[config.mk]
export PLATFORM = sky130hd
export DESIGN_NAME = mc_controller
export DESIGN_NICKNAME = d
export VERILOG_FILES = /design/src/rtl/mc_controller.sv
export SDC_FILE = /design/constraint.sdc
export NUM_CORES = 1
export LEC_CHECK = 0
export CELL_PAD_IN_SITES_DETAIL_PLACEMENT = 1
export CELL_PAD_IN_SITES_GLOBAL_PLACEMENT = 2
export CORE_MARGIN = 8
export CORE_UTILIZATION = 19
export CTS_CLUSTER_DIAMETER = 120
export DETAILED_ROUTE_END_ITERATION = 8
export PLACE_DENSITY_LB_ADDON = 0.1
export SLEW_MARGIN = 20
export SYNTH_ARGS = -nofsm -noshare
export SYNTH_HDL_FRONTEND = slang
export SYNTH_SLANG_ARGS = --single-unit
[constraint.sdc]
create_clock -name clk -period 2 [get_ports clk]
set_input_delay 0.3 -clock clk [delete_from_list [all_inputs] [get_ports clk]]
set_output_delay 0.3 -clock clk [all_outputs]
set_load 0.005 [all_outputs]
[src/rtl/mc_controller.sv]
// rtl/mc_controller.sv - multi-cycle control FSM for an RV32 subset; MC_PERF_CNT_EN enables the instret counter
module mc_controller (
  input  logic        clk,
  input  logic        rst_n,
  input  logic [6:0]  opcode,
  input  logic [2:0]  funct3,
  input  logic [6:0]  funct7,
  input  logic        alu_zero,
  input  logic        imem_ready,
  input  logic        dmem_ready,
  output logic        imem_req,
  output logic        ir_we,
  output logic        pc_we,
  output logic        pc_sel,
  output logic        reg_write,
  output logic        alu_src,
  output logic [2:0]  alu_ctrl,
  output logic        dmem_req,
  output logic        dmem_we,
  output logic        wb_sel,
  output logic        illegal,
  output logic [2:0]  state,
  output logic [31:0] instret
);

  typedef enum logic [2:0] {
    S_FETCH  = 3'b000,
    S_DECODE = 3'b001,
    S_EXEC   = 3'b010,
    S_MEM    = 3'b011,
    S_WB     = 3'b100,
    S_TRAP   = 3'b101
  } state_e;

  typedef enum logic [2:0] {C_R, C_I, C_LW, C_SW, C_BEQ} cls_e;

  localparam logic [2:0] ALU_ADD = 3'b000;
  localparam logic [2:0] ALU_SUB = 3'b001;
  localparam logic [2:0] ALU_AND = 3'b010;
  localparam logic [2:0] ALU_OR  = 3'b011;
  localparam logic [2:0] ALU_XOR = 3'b100;
  localparam logic [2:0] ALU_SLT = 3'b101;

  localparam logic [6:0] OP_R   = 7'b0110011;
  localparam logic [6:0] OP_I   = 7'b0010011;
  localparam logic [6:0] OP_LW  = 7'b0000011;
  localparam logic [6:0] OP_SW  = 7'b0100011;
  localparam logic [6:0] OP_BEQ = 7'b1100011;

  state_e     state_q;
  cls_e       cls_q;
  logic [2:0] op_q;
  logic       illegal_q;
  // Low through reset and until the first edge after release, so fetch
  // requests start only on that edge.
  logic       run_q;

  logic       f3_ok;
  logic [2:0] f3_op;
  logic       dec_legal;
  cls_e       dec_cls;
  logic [2:0] dec_op;

  // Map funct3 to the ALU op shared by the R and I formats.
  always_comb begin
    f3_ok = 1'b1;
    f3_op = ALU_ADD;
    case (funct3)
      3'b000:  f3_op = ALU_ADD;
      3'b111:  f3_op = ALU_AND;
      3'b110:  f3_op = ALU_OR;
      3'b100:  f3_op = ALU_XOR;
      3'b010:  f3_op = ALU_SLT;
      default: f3_ok = 1'b0;
    endcase
  end

  // Classify the instruction register contents; anything unmatched is illegal.
  always_comb begin
    dec_legal = 1'b0;
    dec_cls   = C_R;
    dec_op    = ALU_ADD;
    case (opcode)
      OP_R: begin
        dec_cls = C_R;
        if (funct7 == 7'b0000000 && f3_ok) begin
          dec_legal = 1'b1;
          dec_op    = f3_op;
        end else if (funct7 == 7'b0100000 && funct3 == 3'b000) begin
          dec_legal = 1'b1;
          dec_op    = ALU_SUB;
        end
      end
      OP_I: begin
        dec_cls   = C_I;
        dec_legal = f3_ok;
        dec_op    = f3_op;
      end
      OP_LW: begin
        dec_cls   = C_LW;
        dec_legal = (funct3 == 3'b010);
      end
      OP_SW: begin
        dec_cls   = C_SW;
        dec_legal = (funct3 == 3'b010);
      end
      OP_BEQ: begin
        dec_cls   = C_BEQ;
        dec_legal = (funct3 == 3'b000);
        dec_op    = ALU_SUB;
      end
      default: ;
    endcase
  end

  // Main sequencer: state, registered class and sticky illegal flag.
  always_ff @(posedge clk or negedge rst_n) begin
    if (!rst_n) begin
      state_q   <= S_FETCH;
      cls_q     <= C_R;
      op_q      <= ALU_ADD;
      illegal_q <= 1'b0;
      run_q     <= 1'b0;
    end else begin
      run_q <= 1'b1;
      case (state_q)
        S_FETCH: if (run_q && imem_ready) state_q <= S_DECODE;
        S_DECODE: begin
          cls_q <= dec_cls;
          op_q  <= dec_op;
          if (dec_legal) begin
            state_q <= S_EXEC;
          end else begin
            state_q   <= S_TRAP;
            illegal_q <= 1'b1;
          end
        end
        S_EXEC: begin
          case (cls_q)
            C_R, C_I:   state_q <= S_WB;
            C_LW, C_SW: state_q <= S_MEM;
            default:    state_q <= S_FETCH;
          endcase
        end
        S_MEM: if (dmem_ready) state_q <= (cls_q == C_LW) ? S_WB : S_FETCH;
        S_WB:   state_q <= S_FETCH;
        S_TRAP: state_q <= S_TRAP;
        default: state_q <= S_FETCH;
      endcase
    end
  end

  // Decode outputs from registered state/class; only the fetch and branch
  // strobes look at live inputs.
  always_comb begin
    imem_req  = 1'b0;
    ir_we     = 1'b0;
    pc_we     = 1'b0;
    pc_sel    = 1'b0;
    reg_write = 1'b0;
    dmem_req  = 1'b0;
    dmem_we   = 1'b0;
    wb_sel    = 1'b0;
    alu_ctrl  = op_q;
    alu_src   = (cls_q == C_I) || (cls_q == C_LW) || (cls_q == C_SW);
    case (state_q)
      S_FETCH: begin
        imem_req = run_q;
        ir_we    = run_q & imem_ready;
        pc_we    = run_q & imem_ready;
      end
      S_EXEC: begin
        if (cls_q == C_BEQ) begin
          pc_sel = 1'b1;
          pc_we  = alu_zero;
        end
      end
      S_MEM: begin
        dmem_req = 1'b1;
        dmem_we  = (cls_q == C_SW);
      end
      S_WB: begin
        reg_write = 1'b1;
        wb_sel    = (cls_q == C_LW);
      end
      default: ;
    endcase
  end

  assign illegal = illegal_q;
  assign state   = state_q;

`ifdef MC_PERF_CNT_EN
  logic        retire;
  logic [31:0] instret_q;

  assign retire = (state_q == S_WB)
               || (state_q == S_EXEC && cls_q == C_BEQ)
               || (state_q == S_MEM && cls_q == C_SW && dmem_ready);

  // Retired-instruction counter; wraps naturally at 32 bits.
  always_ff @(posedge clk or negedge rst_n) begin
    if (!rst_n) begin
      instret_q <= 32'd0;
    end else if (retire) begin
      instret_q <= instret_q + 32'd1;
    end
  end

  assign instret = instret_q;
`else
  assign instret = 32'd0;
`endif

endmodule

# Word level (Yosys, flattened, before mapping)
# Cells that the tools add are included.
[op_classes]
muxes = 25
eq_ne = 21
shift = 0
bitwise = 2
magnitude_cmp = 0
n_div = 0
n_reduce_logical = 15
add_sub_neg = 0
mul = 0
[ops]
columns = ["operator", "n"]
rows = [
  ["$pmux W3 S4", 2],
  ["$eq A7 B6 Y1 const B", 3],
  ["$eq A3 B3 Y1 const B", 6],
  ["$eq A3 B2 Y1 const B", 5],
  ["$mux W3", 5],
  ["$pmux W3 S5", 1],
  ["$mux W1", 13],
  ["$logic_not A3 Y1", 3],
  ["$pmux W3 S3", 1],
  ["$eq A7 B2 Y1 const B", 1],
  ["$eq A7 B5 Y1 const B", 1],
  ["$eq A7 B7 Y1 const B", 1],
  ["$logic_not A7 Y1", 1],
  ["$eq A3 B1 Y1 const B", 2],
  ["$pmux W3 S2", 1],
  ["$reduce_or A2 Y1", 3],
  ["$reduce_or A5 Y1", 1],
  ["$ne A2 B2 Y1 const B", 2],
  ["$pmux W1 S4", 1],
  ["$reduce_and A2 Y1", 2],
  ["$logic_and A1 B1 Y1", 3],
  ["$logic_or A1 B1 Y1", 2],
  ["$pmux W1 S2", 1],
  ["$and A1 B1 Y1", 1],
  ["$not A1 Y1", 1],
]
[totals]
latch_bits = 0
register_bits = 11
mem_bits_ro = 0
ram_bits = 0
output_inout_bits = 48
memories = 0
input_bits = 22

# Depth between registers and ports, before layout
# Gate-level depths: netlist of the first run.
[depth]
ltp_word = 8
ltp_mapped = 6
depth_no_buf = 4

# Worst setup path before layout of the first run
# Ideal clock, no wire load.
[synth_timing]
path_type = "flip-flop to flip-flop"
from = "register state_q[1], in the netlist state[1]"
to = "register op_q[2], in the netlist alu_ctrl[2]"
stages_incl_launch_ff = 7
setup_slack_ns = 0.356
arrival_time_ns = 1.552
path_cell_list = "dfrtp_1 buf_6 or3b_4 buf_6 nor4b_4 nand2_2 o31ai_2"
[synth_via]
elab_chain_len = 1
[synth_rtl]
columns = ["item", "line_no", "source"]
rows = [
  ["from (decl)", "50", "state_e state_q;"],
  ["from (signal assigned)", "145", "S_MEM: if (dmem_ready) state_q <= (cls_q == C_LW) ? S_WB : S_FETCH;"],
  ["$eq A3 B1 Y1", "126", "case (state_q)"],
  ["to (signal assigned)", "130", "op_q <= dec_op;"],
  ["to (decl)", "52", "logic [2:0] op_q;"],
]
# No other way between the ends.
# A chain may end at the register's enable or synchronous reset.

# Worst setup path after layout of the first run
[layout_timing]
from = "register state_q[1], in the netlist state[1]"
to = "output imem_req"
[layout_via]
elab_chain_len = 2
[layout_rtl]
columns = ["item", "line_no", "source"]
rows = [
  ["$logic_not A3 Y1", "166", "case (state_q)"],
  ["$mux W1", "166", ""],
  ["to (decl)", "11", "output logic imem_req,"],
]
# No other way between the ends.

==> flow_metrics.py, run 1 <==
metrics = {
    "yosys": {
        "synth_edf_count": 0,
        "synth_ff_type": "dfrtp_1",
        "ys_ff_latch": 11,
        "synth_top_area_cell": "dfrtp_1",
        "synth_top_area_frac": 0.2552,
        "synth_fa_ha_area_frac": 0,
        "synth_top_family_by_area": "simple AND/OR/NAND/NOR gates",
        "synthSimpleGateAreaFrac": 0.3155,
        "seq_area_frac_synth": 0.2552,
        "synth_cell_type_count": 45,
        "synth_compound_area_frac": 0.1473,
        "synth_area_leaders": "dfrtp_1 (26%), buf_4 (22%), nand2_1 (3.8%), a21oi_1 (2.8%), o41ai_4 (2.6%)",
        "synth_area_per_cell_sq_um": 8.628,
        "netlist_instances": 125,
        "yosys.cell_count.top_type": "buf_4",
        "syn_area_sq_um": 1079,
        "async_reset_ff_frac": 1.000,
        "synth-xor-area-share": 0.01624,
        "synth.area.mux_share": 0,
        "ys.warnings.count": 0,
        "synth_common_cells": "buf_4 (32), dfrtp_1 (11), nand2_1 (11)",
    },
    "routing": {
        "wire_per_inst_um": 14.26,
        "dr.first_iter.drc_count": 31,
        "antenna_left": 0,
        "routed-via-count": 1014,
        "drt_wl_total_um": 3565,
        "firstDrtPassIters": 4,
        "route.detailed.drc": 0,
        "viasPerCell": 4.056,
    },
    "setup_path": {
        "cp-end-kind": "primary output",
        "critPathArrivalTime_ps": 1640,
        "start_kind": "register",
        "critPathRequiredTime_ps": 1700,
        "crit_fanout": 5,
        "path_class": "reg2out",
    },
    "floorplan": {
        "start_util": 0.1959,
        "pin_count": 70,
        "die-area_sq_um": 8343,
        "die_h_um": 91.34,
        "core_sq_um": 5507,
        "rows": 27,
        "dieWidth_um": 91.34,
    },
    "clocking": {
        "cts_buffers": 3,
        "cts.sinks": 11,
        "clock_path_buffers": 2,
        "cts_tree": "built",
        "clock_latency_ps": 240,
        "cts_hold_buf": 0,
        "clk_pin_slew_ps": 50,
        "htree_levels": 1,
        "clock-root-buffer": "clkbuf_8",
    },
    "finish": {
        "area_delta_synth_final_pct": 50.35,
        "final_cell_area_sq_um": 1622,
        "diodes": 0,
        "multiInputGateArea_sq_um": 685.7,
        "fill_cells": 663,
        "final_nets": 201,
        "drive_gt1_frac": 0.2135,
        "seq_area_sq_um": 279.0,
        "fin_util": 0.2945,
        "final-instance-count-excl-fill": 250,
    },
    "sta": {
        "finalHoldViolations": 0,
        "fin_crit_ps": 1937,
        "relSlewSlack": 0.6146,
        "setup_viol": 0,
        "worstMarginPinSlew_ps": 576.9,
        "fmax_mhz": 516.3,
        "fin_setup_tns_ps": 0,
        "skew_ps": 7.342,
        "timing.final.ws_setup_ps": 63.09,
        "period_share": 0.9685,
        "maxSlewViolCount": 0,
    },
    "placed_design": {
        "dp.cells": 243,
        "placed_area_sq_um": 1493,
        "gp_congestion": 0.7647,
        "port-buffer-count": 37,
        "place_ws_ps": -56.83,
        "hpwlAfterDp_um": 3036,
    },
    "grt": {
        "grt_start_max_net_pins": 12,
        "grt_pass1_vias": 1170,
        "antenna_found_initial": 0,
        "track_usage": 0.08572,
        "gr-total-overflow": 0,
        "grt_pass1_wl_um": 5975,
    },
    "power_and_ir_drop": {
        "power.density_nw_per_um2": 588.3,
        "power_leakage_nw": 0.7704,
        "peakVddDrop_uv": 236.8,
    },
    "flow_run": {
        "cap_viol_max_count": 0,
    },
    "worst_hold_path": {
        "worstHoldPathType": "in2async",
    },
    "status": {
        "status": "completed",
    },
}
[kinds of logic (layout without fill, tap and decap cells)]
| family | Yosys count | in the layout |
|---|---|---|
| other | 2 | 33 |
| buffers and inverters | 38 | 60 |
| AOI/OAI and AO/OA | 20 | 20 |
| and+or+nand+nor | 52 | 52 |
| DFF | 11 | 11 |
| xor gates and xnor gates | 2 | 2 |
[per-layer routing]
| metal | vias to the layer above | GRT usage | part of all wire |
|---|---|---|---|
| li1 | 481 | - | - |
| met1 | 485 | 0.09300 | 0.42 |
| met2 | 41 | 0.1530 | 0.51 |
| met3 | 7 | 0.02716 | 0.056 |
| met4 | 0 | 0.03001 | 0.018 |
| met5 | - | 0 | 0 |
[critical path: stages, from the launching register on]
cell and delay, ps:
dfrtp_2 450, nor4b_4 310, buf_4 150, clkdlybuf4s50_1 490
[metrics by stage]
step	power [mW]	hold slack (ps)
final	0.9540	415.1
after global routing	1.028	457.2
after CTS	0.9398	433.7
after detailed placement	0.6814	492.7
after global placement	0.6778	488.2
after floorplan	0.5223	4.409
[timing repair]
action,4_1_cts,5_1_grt
endpoints found under the setup margin,6,4
gates resized for setup,5,12
pin swaps,1,4
setup buffers,2,1
gates cloned,0,0
endpoints found under the hold margin,0,0
[cell usage in the layout, fill, tap and decap left out, types with 3 or more instances in the layout]
cell / instances
nor3_1: 4
buf_4: 17
or3_1: 3
dfrtp_1: 8
a21oi_1: 6
nor2_1: 7
conb_1: 33
clkbuf_8: 3
nand2_1: 11
dfrtp_2: 3
dlymetal6s2s_1: 4
nor4b_4: 3
clkdlybuf4s50_1: 32
[registers in the layout, indices dropped and copies added (netlist names)]
register / cells
alu_ctrl: 3
cls_q: 3
illegal: 1
run_q: 1
state: 3
[final timing paths]
kind                             start          end  slack (ps)  cells after the start
setup / recovery              state[1]     imem_req          60                      3
hold / removal                   rst_n      illegal         420                      1
setup reg to reg              state[2]  alu_ctrl[2]         220                      5
hold reg to reg            alu_ctrl[2]  alu_ctrl[2]         490                      2
max in group asynchronous        rst_n     state[0]        1190                      1
min in group clk           alu_ctrl[2]  alu_ctrl[2]         490                      2
[where the power goes]
part	internal [mW]	leakage [nW]	switching (mW)
Combinational	0.245	0.612	0.186
Clock	0.140	0.0228	0.0863
Sequential	0.250	0.136	0.0463
Total	0.635	0.770	0.319
[area by class of cell]
cell class              count  area share
multi-input cells         107      0.4228
repair buffers             55      0.3194
flip-flops and latches     11      0.1721
well taps                  72     0.05556
clock buffers               4     0.02778
inverters                   1    0.002315
Note: power is estimated with default switching activity, not from simulation.
==> inputs of run 2 (changes only) <==
--- a/config.mk
+++ b/config.mk
@@ -11,7 +11,7 @@
 export CORE_UTILIZATION = 19
 export CTS_CLUSTER_DIAMETER = 120
 export DETAILED_ROUTE_END_ITERATION = 8
-export PLACE_DENSITY_LB_ADDON = 0.1
+export PLACE_DENSITY = 0.9
 export SLEW_MARGIN = 20
 export SYNTH_ARGS = -nofsm -noshare
 export SYNTH_HDL_FRONTEND = slang
==> constraint.sdc (replaced) <==
create_clock -name clk -period 2.1 [get_ports clk]
set_input_delay 0.315 -clock clk [delete_from_list [all_inputs] [get_ports clk]]
set_output_delay 0.315 -clock clk [all_outputs]
set_load 0.005 [all_outputs]
==> run 2 against run 1 <==
Combinational power about the same. First-iteration DRC count grew to 2.5 times the previous value. Sequential cell count is the same. Clock power fell by 3%.
==> flow_metrics.py, run 2 (synthesis gave the netlist of run 1 again) <==
metrics = {
    "status": {
        "status": "completed",
    },
    "flow_run": {
        "cap_viol_max_count": 0,
    },
    "routing": {
        "antenna_left": 0,
        "drt_wl_total_um": 3140,
        "route.detailed.drc": 0,
        "wire_per_inst_um": 12.51,
        "routed-via-count": 988,
        "dr.first_iter.drc_count": 78,
        "viasPerCell": 3.936,
        "firstDrtPassIters": 3,
    },
    "sta": {
        "fin_crit_ps": 2025,
        "period_share": 0.9644,
        "worstMarginPinSlew_ps": 534.1,
        "whs_ps": 420.4,
        "fmax_mhz": 493.8,
        "finalHoldViolations": 0,
        "rsz0062_at_grt": "false",
        "relSlewSlack": 0.6428,
        "setup_viol": 0,
        "fin_setup_tns_ps": 0,
        "maxSlewViolCount": 0,
        "timing.final.ws_setup_ps": 74.79,
        "skew_ps": 4.025,
    },
    "floorplan": {
        "pin_count": 70,
        "start_util": 0.1959,
        "core_sq_um": 5507,
        "die_h_um": 91.34,
        "dieWidth_um": 91.34,
        "die-area_sq_um": 8343,
        "rows": 27,
    },
    "clocking": {
        "cts_tree": "built",
        "cts_buffers": 3,
        "clock_path_buffers": 2,
        "clock-root-buffer": "clkbuf_8",
        "cts.sinks": 11,
        "clk_pin_slew_ps": 60,
        "clock_latency_ps": 250,
        "htree_levels": 1,
    },
    "setup_path": {
        "crit_fanout": 5,
        "start_kind": "register",
        "cp_slowest_cell": "clkdlybuf4s50_1",
        "cp-end-kind": "primary output",
        "path_cells": "nor4b_4 > buf_4 > buf_4 > clkdlybuf4s50_1",
        "timing.rr.start": "state[2]",
        "critPathArrivalTime_ps": 1710,
        "slowest_delay_ps": 490,
        "crit_top_cell": "buf_4",
        "critPathRequiredTime_ps": 1780,
        "startpoint": "state[1]",
        "path_class": "reg2out",
    },
    "finish": {
        "diodes": 0,
        "final_cell_mix": "clkdlybuf4s50_1 (35), conb_1 (33), buf_4 (19), nand2_1 (11)",
        "fill_cells": 661,
        "layout_commonest_cell": "clkdlybuf4s50_1",
        "drive_gt1_frac": 0.2235,
        "seq_area_sq_um": 280.3,
        "final_nets": 202,
        "area_delta_synth_final_pct": 49.30,
        "multiInputGateArea_sq_um": 675.6,
        "final_cell_area_sq_um": 1610,
    },
    "power_and_ir_drop": {
        "report.power.total_uw": 933.2,
        "clockPowerShare": 0.236,
        "power.internal_uw": 619.8,
        "swShare": 0.3358,
        "p_sw_uw": 313.4,
        "peakVddDrop_uv": 201.5,
        "combinationalPowerShare": 0.464,
        "power.density_nw_per_um2": 579.5,
        "p_seq_frac": 0.300,
        "power_leakage_nw": 0.7024,
    },
    "grt": {
        "met2_usage": 0.1191,
        "gr-total-overflow": 0,
        "grt_pass1_wl_um": 5244,
        "grt_start_max_net_pins": 12,
        "grt_pass1_vias": 1139,
        "track_usage": 0.07602,
        "antenna_found_initial": 0,
        "gr-usage-met3": 0.02634,
        "met1_usage": 0.08829,
        "gr-max-usage-layer": "met2",
    },
    "placed_design": {
        "port-buffer-count": 37,
        "hpwlAfterDp_um": 2590,
        "placed_area_sq_um": 1470,
        "place_ws_ps": 52.08,
        "gp_congestion": 0.7473,
    },
    "worst_hold_path": {
        "worstHoldPathType": "in2async",
    },
}
## run 2: power groups by stage
| stage | combinational (mW) | clock (mW) | sequential, mW |
|---|---|---|---|
| global placement | 0.341 | 0 | 0.279 |
| CTS | 0.413 | 0.231 | 0.282 |
| finish | 0.433 | 0.220 | 0.280 |
| detailed placement | 0.351 | 0 | 0.277 |
| global route | 0.477 | 0.235 | 0.287 |
| floorplan | 0.242 | 0 | 0.256 |
## run 2: final timing paths
check                         endpoint  slack, ps  depth (start not counted)
min                           cls_q[0]        420                          1
min in group clk           alu_ctrl[0]        490                          2
max reg2reg                alu_ctrl[2]        300                          5
min reg2reg                alu_ctrl[0]        490                          2
max in group asynchronous     state[0]       1300                          1
max                           imem_req         70                          4
## run 2: per-layer routing
layer  routed length (um)  part of all wire  vias up
met5                    0                 0        -
met4                   88             0.028        0
met3                  268             0.085        7
met2                 1368              0.44       52
met1                 1414              0.45      443
li1                     -                 -      486
## run 2: repair_timing
action / in CTS / in global routing
gates resized for setup: 10 / 2
setup endpoints to repair: 6 / 2
hold buffers: 0 / 0
buffers inserted: 4 / 3
pin swaps: 1 / 3
## run 2: stage by stage
step                      std cells    util
after floorplan                 156       -
after detailed placement        240  0.2670
final                           251  0.2924
after CTS                       248  0.2877
after global routing            251  0.2924
after global placement          240  0.2670
## run 2: critical path, delay by kind of cell, from the launching register on
kind                   cells  cell delay, ps
buffers and inverters      3             720
AND/OR/NAND/NOR            1             300
flip-flops                 1             450
## run 2: cell type report
| cell class | instances | share of cell area |
|---|---|---|
| Clock buffer | 3 | 0.02564 |
| Clock inverter | 1 | 0.003108 |
| Inverter | 1 | 0.002331 |
| Multi-Input combinational cell | 107 | 0.4196 |
| Sequential cell | 11 | 0.1740 |
| Tap cell | 72 | 0.05594 |
| Timing Repair Buffer | 56 | 0.3193 |
